### src/rtl/fft_bfly_combine.sv
// Radix-2 butterfly combine: aligns the upper operand A against the twiddle
// multiplier's W*B through a small FIFO, then registers A+W*B and A-W*B.
module fft_bfly_combine #(
    parameter int    DATA_FFT_SIZE = 16,
    parameter int    WB_SIZE       = 16,
    parameter int    FIFO_DEPTH    = 8,
    parameter string SCALE         = "grow",
    parameter string TYPE          = "forvard",
    localparam int   OUT_W         = (SCALE == "half") ? WB_SIZE : WB_SIZE + 1,
    localparam int   LVL_W         = $clog2(FIFO_DEPTH) + 1
) (
    input  logic                     clk,
    input  logic                     rst,
    input  logic                     a_valid,
    input  logic [DATA_FFT_SIZE-1:0] a_i,
    input  logic [DATA_FFT_SIZE-1:0] a_q,
    input  logic                     wb_valid,
    input  logic [WB_SIZE-1:0]       wb_i,
    input  logic [WB_SIZE-1:0]       wb_q,
    output logic [OUT_W-1:0]         x0_i,
    output logic [OUT_W-1:0]         x0_q,
    output logic [OUT_W-1:0]         x1_i,
    output logic [OUT_W-1:0]         x1_q,
    output logic                     out_valid,
    output logic [LVL_W-1:0]         fifo_level,
    output logic                     err_ovf,
    output logic                     err_unf
);

    localparam int AW  = $clog2(FIFO_DEPTH);
    localparam int SW  = WB_SIZE + 1;
    localparam bit INV = (TYPE == "invers");

    function automatic logic signed [SW-1:0] sext_a(input logic [DATA_FFT_SIZE-1:0] v);
        return SW'($signed(v));
    endfunction

    function automatic logic signed [SW-1:0] sext_wb(input logic [WB_SIZE-1:0] v);
        return SW'($signed(v));
    endfunction

    // "half" rounds half toward +inf; one extra bit keeps s+1 from wrapping
    function automatic logic [OUT_W-1:0] scale_out(input logic signed [SW-1:0] s);
        logic signed [SW:0] t;
        t = (SW+1)'(s) + (SW+1)'(1);
        if (SCALE == "half")
            return OUT_W'(t >>> 1);
        return OUT_W'(s);
    endfunction

    logic [2*DATA_FFT_SIZE-1:0] mem [FIFO_DEPTH];
    logic [AW-1:0]              wr_ptr;
    logic [AW-1:0]              rd_ptr;
    logic                       push;
    logic                       pop;
    logic [2*DATA_FFT_SIZE-1:0] head_p0;
    logic signed [SW-1:0]       s0_i_p0;
    logic signed [SW-1:0]       s0_q_p0;
    logic signed [SW-1:0]       s1_i_p0;
    logic signed [SW-1:0]       s1_q_p0;

    // No bypass: a push into an empty FIFO cannot serve a same-cycle pop
    assign pop  = wb_valid && (fifo_level != '0);
    assign push = a_valid && ((fifo_level < LVL_W'(FIFO_DEPTH)) || pop);

    // Stage p0: oldest A meets W*B in the pop cycle
    assign head_p0 = mem[rd_ptr];
    assign s0_i_p0 = sext_a(head_p0[2*DATA_FFT_SIZE-1:DATA_FFT_SIZE]) + sext_wb(wb_i);
    assign s0_q_p0 = sext_a(head_p0[DATA_FFT_SIZE-1:0]) + sext_wb(wb_q);
    assign s1_i_p0 = sext_a(head_p0[2*DATA_FFT_SIZE-1:DATA_FFT_SIZE]) - sext_wb(wb_i);
    assign s1_q_p0 = sext_a(head_p0[DATA_FFT_SIZE-1:0]) - sext_wb(wb_q);

    always_ff @(posedge clk) begin
        if (push)
            mem[wr_ptr] <= {a_i, a_q};
    end

    // Stage p1: registered results and FIFO bookkeeping
    always_ff @(posedge clk) begin
        if (rst) begin
            wr_ptr     <= '0;
            rd_ptr     <= '0;
            fifo_level <= '0;
            err_ovf    <= 1'b0;
            err_unf    <= 1'b0;
            out_valid  <= 1'b0;
            x0_i       <= '0;
            x0_q       <= '0;
            x1_i       <= '0;
            x1_q       <= '0;
        end else begin
            if (push)
                wr_ptr <= wr_ptr + AW'(1);
            if (pop)
                rd_ptr <= rd_ptr + AW'(1);
            if (push && !pop)
                fifo_level <= fifo_level + LVL_W'(1);
            else if (pop && !push)
                fifo_level <= fifo_level - LVL_W'(1);
            if (a_valid && !push)
                err_ovf <= 1'b1;
            if (wb_valid && !pop)
                err_unf <= 1'b1;
            out_valid <= pop;
            if (pop) begin
                if (INV) begin
                    x0_i <= scale_out(s1_i_p0);
                    x0_q <= scale_out(s1_q_p0);
                    x1_i <= scale_out(s0_i_p0);
                    x1_q <= scale_out(s0_q_p0);
                end else begin
                    x0_i <= scale_out(s0_i_p0);
                    x0_q <= scale_out(s0_q_p0);
                    x1_i <= scale_out(s1_i_p0);
                    x1_q <= scale_out(s1_q_p0);
                end
            end
        end
    end

endmodule
### config.mk
export PLATFORM = sky130hd
export DESIGN_NAME = fft_bfly_combine
export DESIGN_NICKNAME = d
export VERILOG_FILES = /design/src/rtl/fft_bfly_combine.sv
export SDC_FILE = /design/constraint.sdc
export NUM_CORES = 1
export LEC_CHECK = 0
export BUFFER_PORTS_ARGS = -buffer_cell sky130_fd_sc_hd__buf_2
export CORE_MARGIN = 5
export CORE_UTILIZATION = 41
export CTS_CLUSTER_DIAMETER = 50
export CTS_CLUSTER_SIZE = 14
export DETAILED_ROUTE_END_ITERATION = 10
export SLEW_MARGIN = 10
export SYNTH_ARGS = -nofsm -noshare
export SYNTH_HDL_FRONTEND = slang
export SYNTH_SLANG_ARGS = --single-unit
### constraint.sdc
create_clock -name clk -period 4.52 [get_ports clk]
set_input_delay 0.904 -clock clk [delete_from_list [all_inputs] [get_ports clk]]
set_output_delay 0.904 -clock clk [all_outputs]
set_load 0.02 [all_outputs]
==> impl_metrics.csv, run 1 <==
group,metric,value,unit
setup_path,crit_chain,"buf_4 > mux4_2 > mux2_2 > ha_1 > or3_1 > a41oi_2 > a211oi_2 > a21oi_2 > nor3_1 > a2111oi_0",
synth,syn_nets,1294,
placement,dp_hpwl,24.4,mm
synth,synth_seq_area_share,59.9,%
power,irDropWorstVdd,266,uV
timing,slew-limit-headroom,35.1,%
synth,async_reset_ff_share,0,%
placement,gp_congestion,0.844,
floorplanning,core_area,37600,um^2
cts,cts_hold_buf,0,
setup_path,crit_required,4.93,ns
grt,grt_pass1_wl,55.6,mm
floorplanning,die_area,42000,um^2
cells_and_area,layout.area.seq,9330,um^2
grt,grt_pass1_vias,9532,
cts,h-tree-depth,2,
synth,ys.flop_type,"edfxtp_1",
floorplanning,num_rows,71,
route,route.detailed.drc,0,
route,finalWirelength,36.1,mm
flow_run,cap_viol_max_count,0,
floorplanning,die_h,205,um
cts,clk_path_buf_depth,3,
cts,cts_resized,0,
cells_and_area,drive_gt1_share,25.2,%
setup_path,critPathTopFamily,"compound AO/OA/AOI/OAI gates",
cts,cts_setup_buffers,0,
grt,grt_util_all_layers,17.1,%
route,wl_per_cell,19.8,um
setup_path,worstPathMaxFanout,27,
timing,fmax,258,MHz
synth,syn_inst,1152,
timing,min_period,3.87,ns
cells_and_area,final_util,47.9,%
cts,clock-sinks,338,
cts,insertion_delay,0.54,ns
route,final_antenna_net_count,0,
route,via_per_inst,5.29,
setup_path,crit_buf_inv,1,
cts,tritoncts.num_buffers,35,
outcome,status,"completed",
synth,synth_area,15600,um^2
timing,hold_violations,0,
timing,setup_viol,0,
setup_path,critPathKind,"reg2reg",
timing,tightest_slew,0.973,ns
setup_path,slowest_stage,"dfxtp_4",
setup_path,cp-start-kind,"flop",
cts,clk_pin_slew,0.06,ns
setup_path,worst_ep_arrival_time,4.28,ns
placement,port_buffers,142,
timing,fin_tns_setup,0,ns
synth,synth_seq_cells,338,
min_path,hp-class,"reg2reg",
floorplanning,start_util,41.5,%
setup_path,critPathCaptureType,"flop",
synth,yosysWarnings,0,
power,p_per_area,623,nW/um^2
floorplanning,chipWidth,205,um
grt,grt_max_degree,92,
grt,antenna_found_initial,7,
synth,avgSynthCellArea,13.5,um^2
cells_and_area,nets,1431,
cts,cts_tree,"built",
route,vias,9624,
synth,synth_edf_count,256,
setup_path,cp_slowest_stage_delay,0.70,ns
cells_and_area,area_growth,15.6,%
route,drtIter0Drc,633,
cells_and_area,multi_input_area,5790,um^2
timing,finalCritPeriodShare,85.7,%
floorplanning,io_pins,143,
power,power.leakage,0.00656,uW
grt,grt-ovfl-total,0,
cells_and_area,n_fill_cell,3318,
cts,cts-root-buf,"clkbuf_16",
timing,rsz0062_at_grt,"no",
timing,skew,0.0168,ns
timing,final_max_slew_viol_count,0,
synth,synth.distinct_cells,66,
route,dr.pass1.iters,4,
==> layout by cell type, fill, tap and decap left out, drive strengths merged, types with 3 or more instances in the layout <==
cell type  instances
edfxtp           256
buf              163
nor2              86
dfxtp             82
a21oi             75
nand2             72
ha                69
inv               69
mux4              64
o21ai             38
clkbuf            37
xnor2             30
a211oi            30
mux2              28
nand3             19
nor2b             17
nor3              16
or3               13
nand2b            12
o21a              11
clkinv            11
mux2i             10
xor2              10
a31oi             10
nor4               7
a21o               6
fa                 5
nand4              4
o211ai             4
nor4b              4
o31ai              4
o21bai             4
o22ai              3
o311ai             3
and3               3
a2111oi            3
==> cell usage after synthesis (3+ instances only) <==
cell / number / area [um^2]
a211oi_1: 28 / 210
inv_2: 5 / 18.8
a21o_1: 6 / 45.0
xor2_1: 10 / 87.6
o21ai_1: 12 / 60.1
a31oi_1: 9 / 56.3
dfxtp_1: 82 / 1640
o22ai_1: 3 / 18.8
and3_1: 3 / 18.8
buf_1: 11 / 41.3
o21a_1: 11 / 82.6
o21bai_1: 4 / 30.0
inv_1: 58 / 218
a21oi_1: 74 / 370
ha_1: 69 / 863
fa_1: 5 / 100
edfxtp_1: 256 / 7690
nand4_1: 4 / 25.0
clkbuf_1: 37 / 139
nor2_1: 85 / 319
mux4_2: 64 / 1440
nor4_1: 7 / 43.8
o211ai_1: 4 / 30.0
nor4b_1: 4 / 35.0
mux2i_1: 10 / 100
nor3_1: 16 / 80.1
buf_2: 11 / 55.1
o21ai_0: 26 / 130
nor2b_1: 17 / 106
or3_1: 13 / 81.3
o311ai_1: 3 / 26.3
o31ai_1: 4 / 30.0
xnor2_1: 30 / 263
nand2b_1: 12 / 75.1
nand2_1: 72 / 270
mux2_2: 28 / 315
nand3_1: 19 / 95.1
==> layout make-up <==
class / instances / share of cell area [%]
antenna: 1 / 0.0139
sequential: 338 / 51.9
timing repair buffer: 163 / 4.96
clock inverter: 19 / 1.20
inverter: 64 / 1.33
multi-input combinational: 687 / 32.2
clock buffer: 37 / 4.91
tap: 511 / 3.55
==> metal layers <==
layer	wire length, um	up-vias	global-route usage (%)
li1	-	4579	-
met1	16700	4742	24.4
met2	16400	239	26.9
met3	2270	54	3.85
met4	692	10	4.28
met5	62	-	0
==> final timing paths <==
| check | startpoint | to | slack [ns] | depth (start not counted) |
|---|---|---|---|---|
| worst max register to register | flop | x0_q[13] | 0.65 | 10 |
| worst max-delay path | flop | x0_q[13] | 0.65 | 10 |
| worst min register to register | x1_i[15] | x1_i[15] | 0.45 | 2 |
| worst min-delay path | x1_i[15] | x1_i[15] | 0.45 | 2 |
==> power by group <==
part | leakage, uW | total (uW) | switching, uW | internal [uW]
logic | 0.00303 | 4450 | 2620 | 1830
registers | 0.00300 | 3990 | 276 | 3720
clock network | 0.000534 | 2770 | 1210 | 1560
==> sequential cells by signal (all words and copies together) (netlist names), 3 cells and up, named ones only <==
signal	flops
rd_ptr	3
x0_i	16
wr_ptr	3
x1_i	17
fifo_level	4
x0_q	17
x1_q	16
mem	256
==> metrics by stage <==
stage / setup WS (ns) / total power, uW / instance area [um^2] / std cells / hold slack (ns)
after floorplan: 0.382 / 7280 / 15600 / 1152 / 0.454
after detailed placement: 0.630 / 8530 / 16900 / 1763 / 0.442
after CTS: 0.586 / 11300 / 18000 / 1819 / 0.449
after global placement: 0.660 / 8490 / 16900 / 1763 / 0.434
after global routing: 0.267 / 11900 / 18000 / 1819 / 0.468
final: 0.646 / 11200 / 18000 / 1820 / 0.449
==> worst min-delay path, stage by stage (launching register included) <==
cell and delay [ns]:
dfxtp_1 0.31, nand2_1 0.05, o21ai_1 0.05
==> cells by family (layout without fill, tap and decap cells) <==
logic type	after synthesis	after routing	share of synthesized area (%)
compound gates	207	207	8.52
xor+xnor	40	40	2.25
fa+ha+maj	74	74	6.19
buf+inv	127	283	3.29
flops	338	338	59.9
mux	102	102	11.9
other cells	0	1	0
simple gates	264	264	7.94
(Power assumes the default switching activity.)
==> inputs of run 2 (changes only) <==
--- a/config.mk
+++ b/config.mk
@@ -6,11 +6,13 @@
 export NUM_CORES = 1
 export LEC_CHECK = 0
 export BUFFER_PORTS_ARGS = -buffer_cell sky130_fd_sc_hd__buf_2
+export CORE_ASPECT_RATIO = 1.5
 export CORE_MARGIN = 5
 export CORE_UTILIZATION = 41
 export CTS_CLUSTER_DIAMETER = 50
 export CTS_CLUSTER_SIZE = 14
 export DETAILED_ROUTE_END_ITERATION = 10
+export MAX_ROUTING_LAYER = met4
 export SLEW_MARGIN = 10
 export SYNTH_ARGS = -nofsm -noshare
 export SYNTH_HDL_FRONTEND = slang
==> run 2 against run 1 <==
Net effect: wire length decreased by 1.4%; cell count decreased by 0.71%; clock power decreased by 12%; sequential power about the same; critical path depth increased by 2; clock-buffer cell count increased by 12.
==> impl_metrics.csv, run 2 (synthesis gave the netlist of run 1 again) <==
group,metric,value,unit
outcome,status,"completed",
cts,cts-root-buf,"clkbuf_16",
cells_and_area,largest_reg_flops,256,
cts,insertion_delay,0.58,ns
cts,clock-sinks,338,
route,dr.pass1.iters,5,
power,power.leakage,0.00648,uW
cells_and_area,area_growth,14.4,%
timing,fmax,262,MHz
floorplanning,die_h,249,um
setup_path,critPathKind,"reg2reg",
cts,cts_hold_buf,0,
setup_path,critPathTopFamily,"multiplexers",
cells_and_area,n_fill_cell,3310,
route,finalWirelength,35.6,mm
cells_and_area,final_util,47.4,%
setup_path,worstPathMaxFanout,24,
grt,grt_pass1_vias,9625,
timing,tightest_slew,0.910,ns
route,vias,9548,
setup_path,slowest_stage,"dfxtp_4",
setup_path,cp_slowest_stage_delay,0.67,ns
placement,gp_congestion,0.931,
cells_and_area,regMostFlops,"mem",
floorplanning,chipWidth,169,um
power,p_per_area,611,nW/um^2
cells_and_area,most-common-layout-cells,"edfxtp_1, buf_2, dfxtp_1",
placement,dp_hpwl,24.0,mm
flow_run,cap_viol_max_count,0,
timing,hold_violations,0,
floorplanning,io_pins,143,
setup_path,crit_required,4.98,ns
setup_path,critPathCaptureType,"flop",
timing,rsz0062_at_grt,"no",
timing,min_period,3.81,ns
grt,grt_max_degree,92,
cts,cts_setup_buffers,0,
cts,cts_tree,"built",
setup_path,cp-start-kind,"flop",
cts,cts_resized,0,
cts,h-tree-depth,1,
route,via_per_inst,5.28,
timing,finalCritPeriodShare,84.4,%
cells_and_area,layout_commonest_cell,"edfxtp_1",
grt,grt_util_all_layers,17.1,%
grt,grt_pass1_wl,55.3,mm
cts,clk_pin_slew,0.07,ns
timing,skew,0.0177,ns
setup_path,worst_ep_arrival_time,4.27,ns
grt,grt-ovfl-total,0,
power,finalPower,10900,uW
placement,port_buffers,142,
cells_and_area,drive_gt1_share,24.6,%
route,final_antenna_net_count,0,
floorplanning,start_util,41.5,%
floorplanning,core_area,37600,um^2
cells_and_area,nets,1428,
timing,setup_viol,0,
floorplanning,num_rows,87,
route,route.detailed.drc,0,
timing,slew-limit-headroom,39.3,%
setup_path,crit_chain,"buf_12 > buf_12 > mux4_2 > mux2_2 > ha_1 > nand2_1 > o21ai_0 > nor3_1 > a211oi_1 > a31oi_1 > mux2i_1 > nand2_1",
timing,fin_tns_setup,0,ns
cts,clk_path_buf_depth,3,
power,irDropWorstVdd,461,uV
timing,final_max_slew_viol_count,0,
route,drtIter0Drc,566,
grt,antenna_found_initial,7,
floorplanning,die_area,42100,um^2
route,wl_per_cell,19.7,um
cts,tritoncts.num_buffers,31,
cells_and_area,top_regs,"mem x256, x0_q x17, x1_i x17",
min_path,hp-class,"reg2reg",
setup_path,crit_buf_inv,2,
run 2: cell types whose count changed in the layout (fill, tap and decap cells not counted), sizes merged:
| cell | change |
|---|---|
| diode | +6 |
| bufinv | -2 |
| inv | -3 |
| clkbuf | +12 |
| clkinv | -5 |
| buf | +1 |
run 2: worst reg2reg max path: cells and delay by family (launching register included):
| family | cells | cell delay (ns) |
|---|---|---|
| mux | 3 | 1.03 |
| compound gates | 3 | 0.79 |
| flops | 1 | 0.67 |
| fa+ha+maj | 1 | 0.51 |
| buf+inv | 2 | 0.43 |
| simple gates | 3 | 0.29 |
run 2: layer usage:
layer | wire (um) | share of wire, % | up-vias | global-route usage (%)
met3 | 1880 | 5.3 | 42 | 2.97
met2 | 18000 | 51 | 224 | 29.1
li1 | - | - | 4583 | -
met4 | 561 | 1.6 | 0 | 3.61
met5 | 0 | 0 | - | -
met1 | 15100 | 42 | 4699 | 21.6
run 2: layout make-up:
cell class              count  area, um^2  area share, %
clock buffers              49         853           4.79
inverters                  64         240           1.35
well taps                 489         612           3.43
repair buffers            164         913           5.13
multi-input cells         687        5770           32.4
diodes                      7        17.5         0.0983
clock inverters             9        80.1          0.449
flip-flops and latches    338        9330           52.4
run 2: metrics by stage:
step                hold slack (ns)  worst slack, ns  instances  area, um^2
finish                        0.444            0.706       1807       17800
global route                  0.468            0.338       1807       17800
CTS                           0.449            0.622       1800       17800
detailed placement            0.440            0.665       1742       16900
global placement              0.436            0.667       1742       16900
floorplan                     0.454            0.382       1152       15600
run 2: power by group:
| group | total [uW] | switching, uW | internal [uW] |
|---|---|---|---|
| combinational | 4460 | 2600 | 1860 |
| sequential | 3980 | 265 | 3720 |
| clock | 2440 | 1130 | 1310 |
run 2: final timing paths:
| path | from | to | slack [ns] | cells past startpoint |
|---|---|---|---|---|
| min | x1_i[15] | x1_i[15] | 0.44 | 2 |
| max | flop | x1_q[15] | 0.71 | 12 |
| min reg2reg | x1_i[15] | x1_i[15] | 0.44 | 2 |
| max reg2reg | flop | x1_q[15] | 0.71 | 12 |
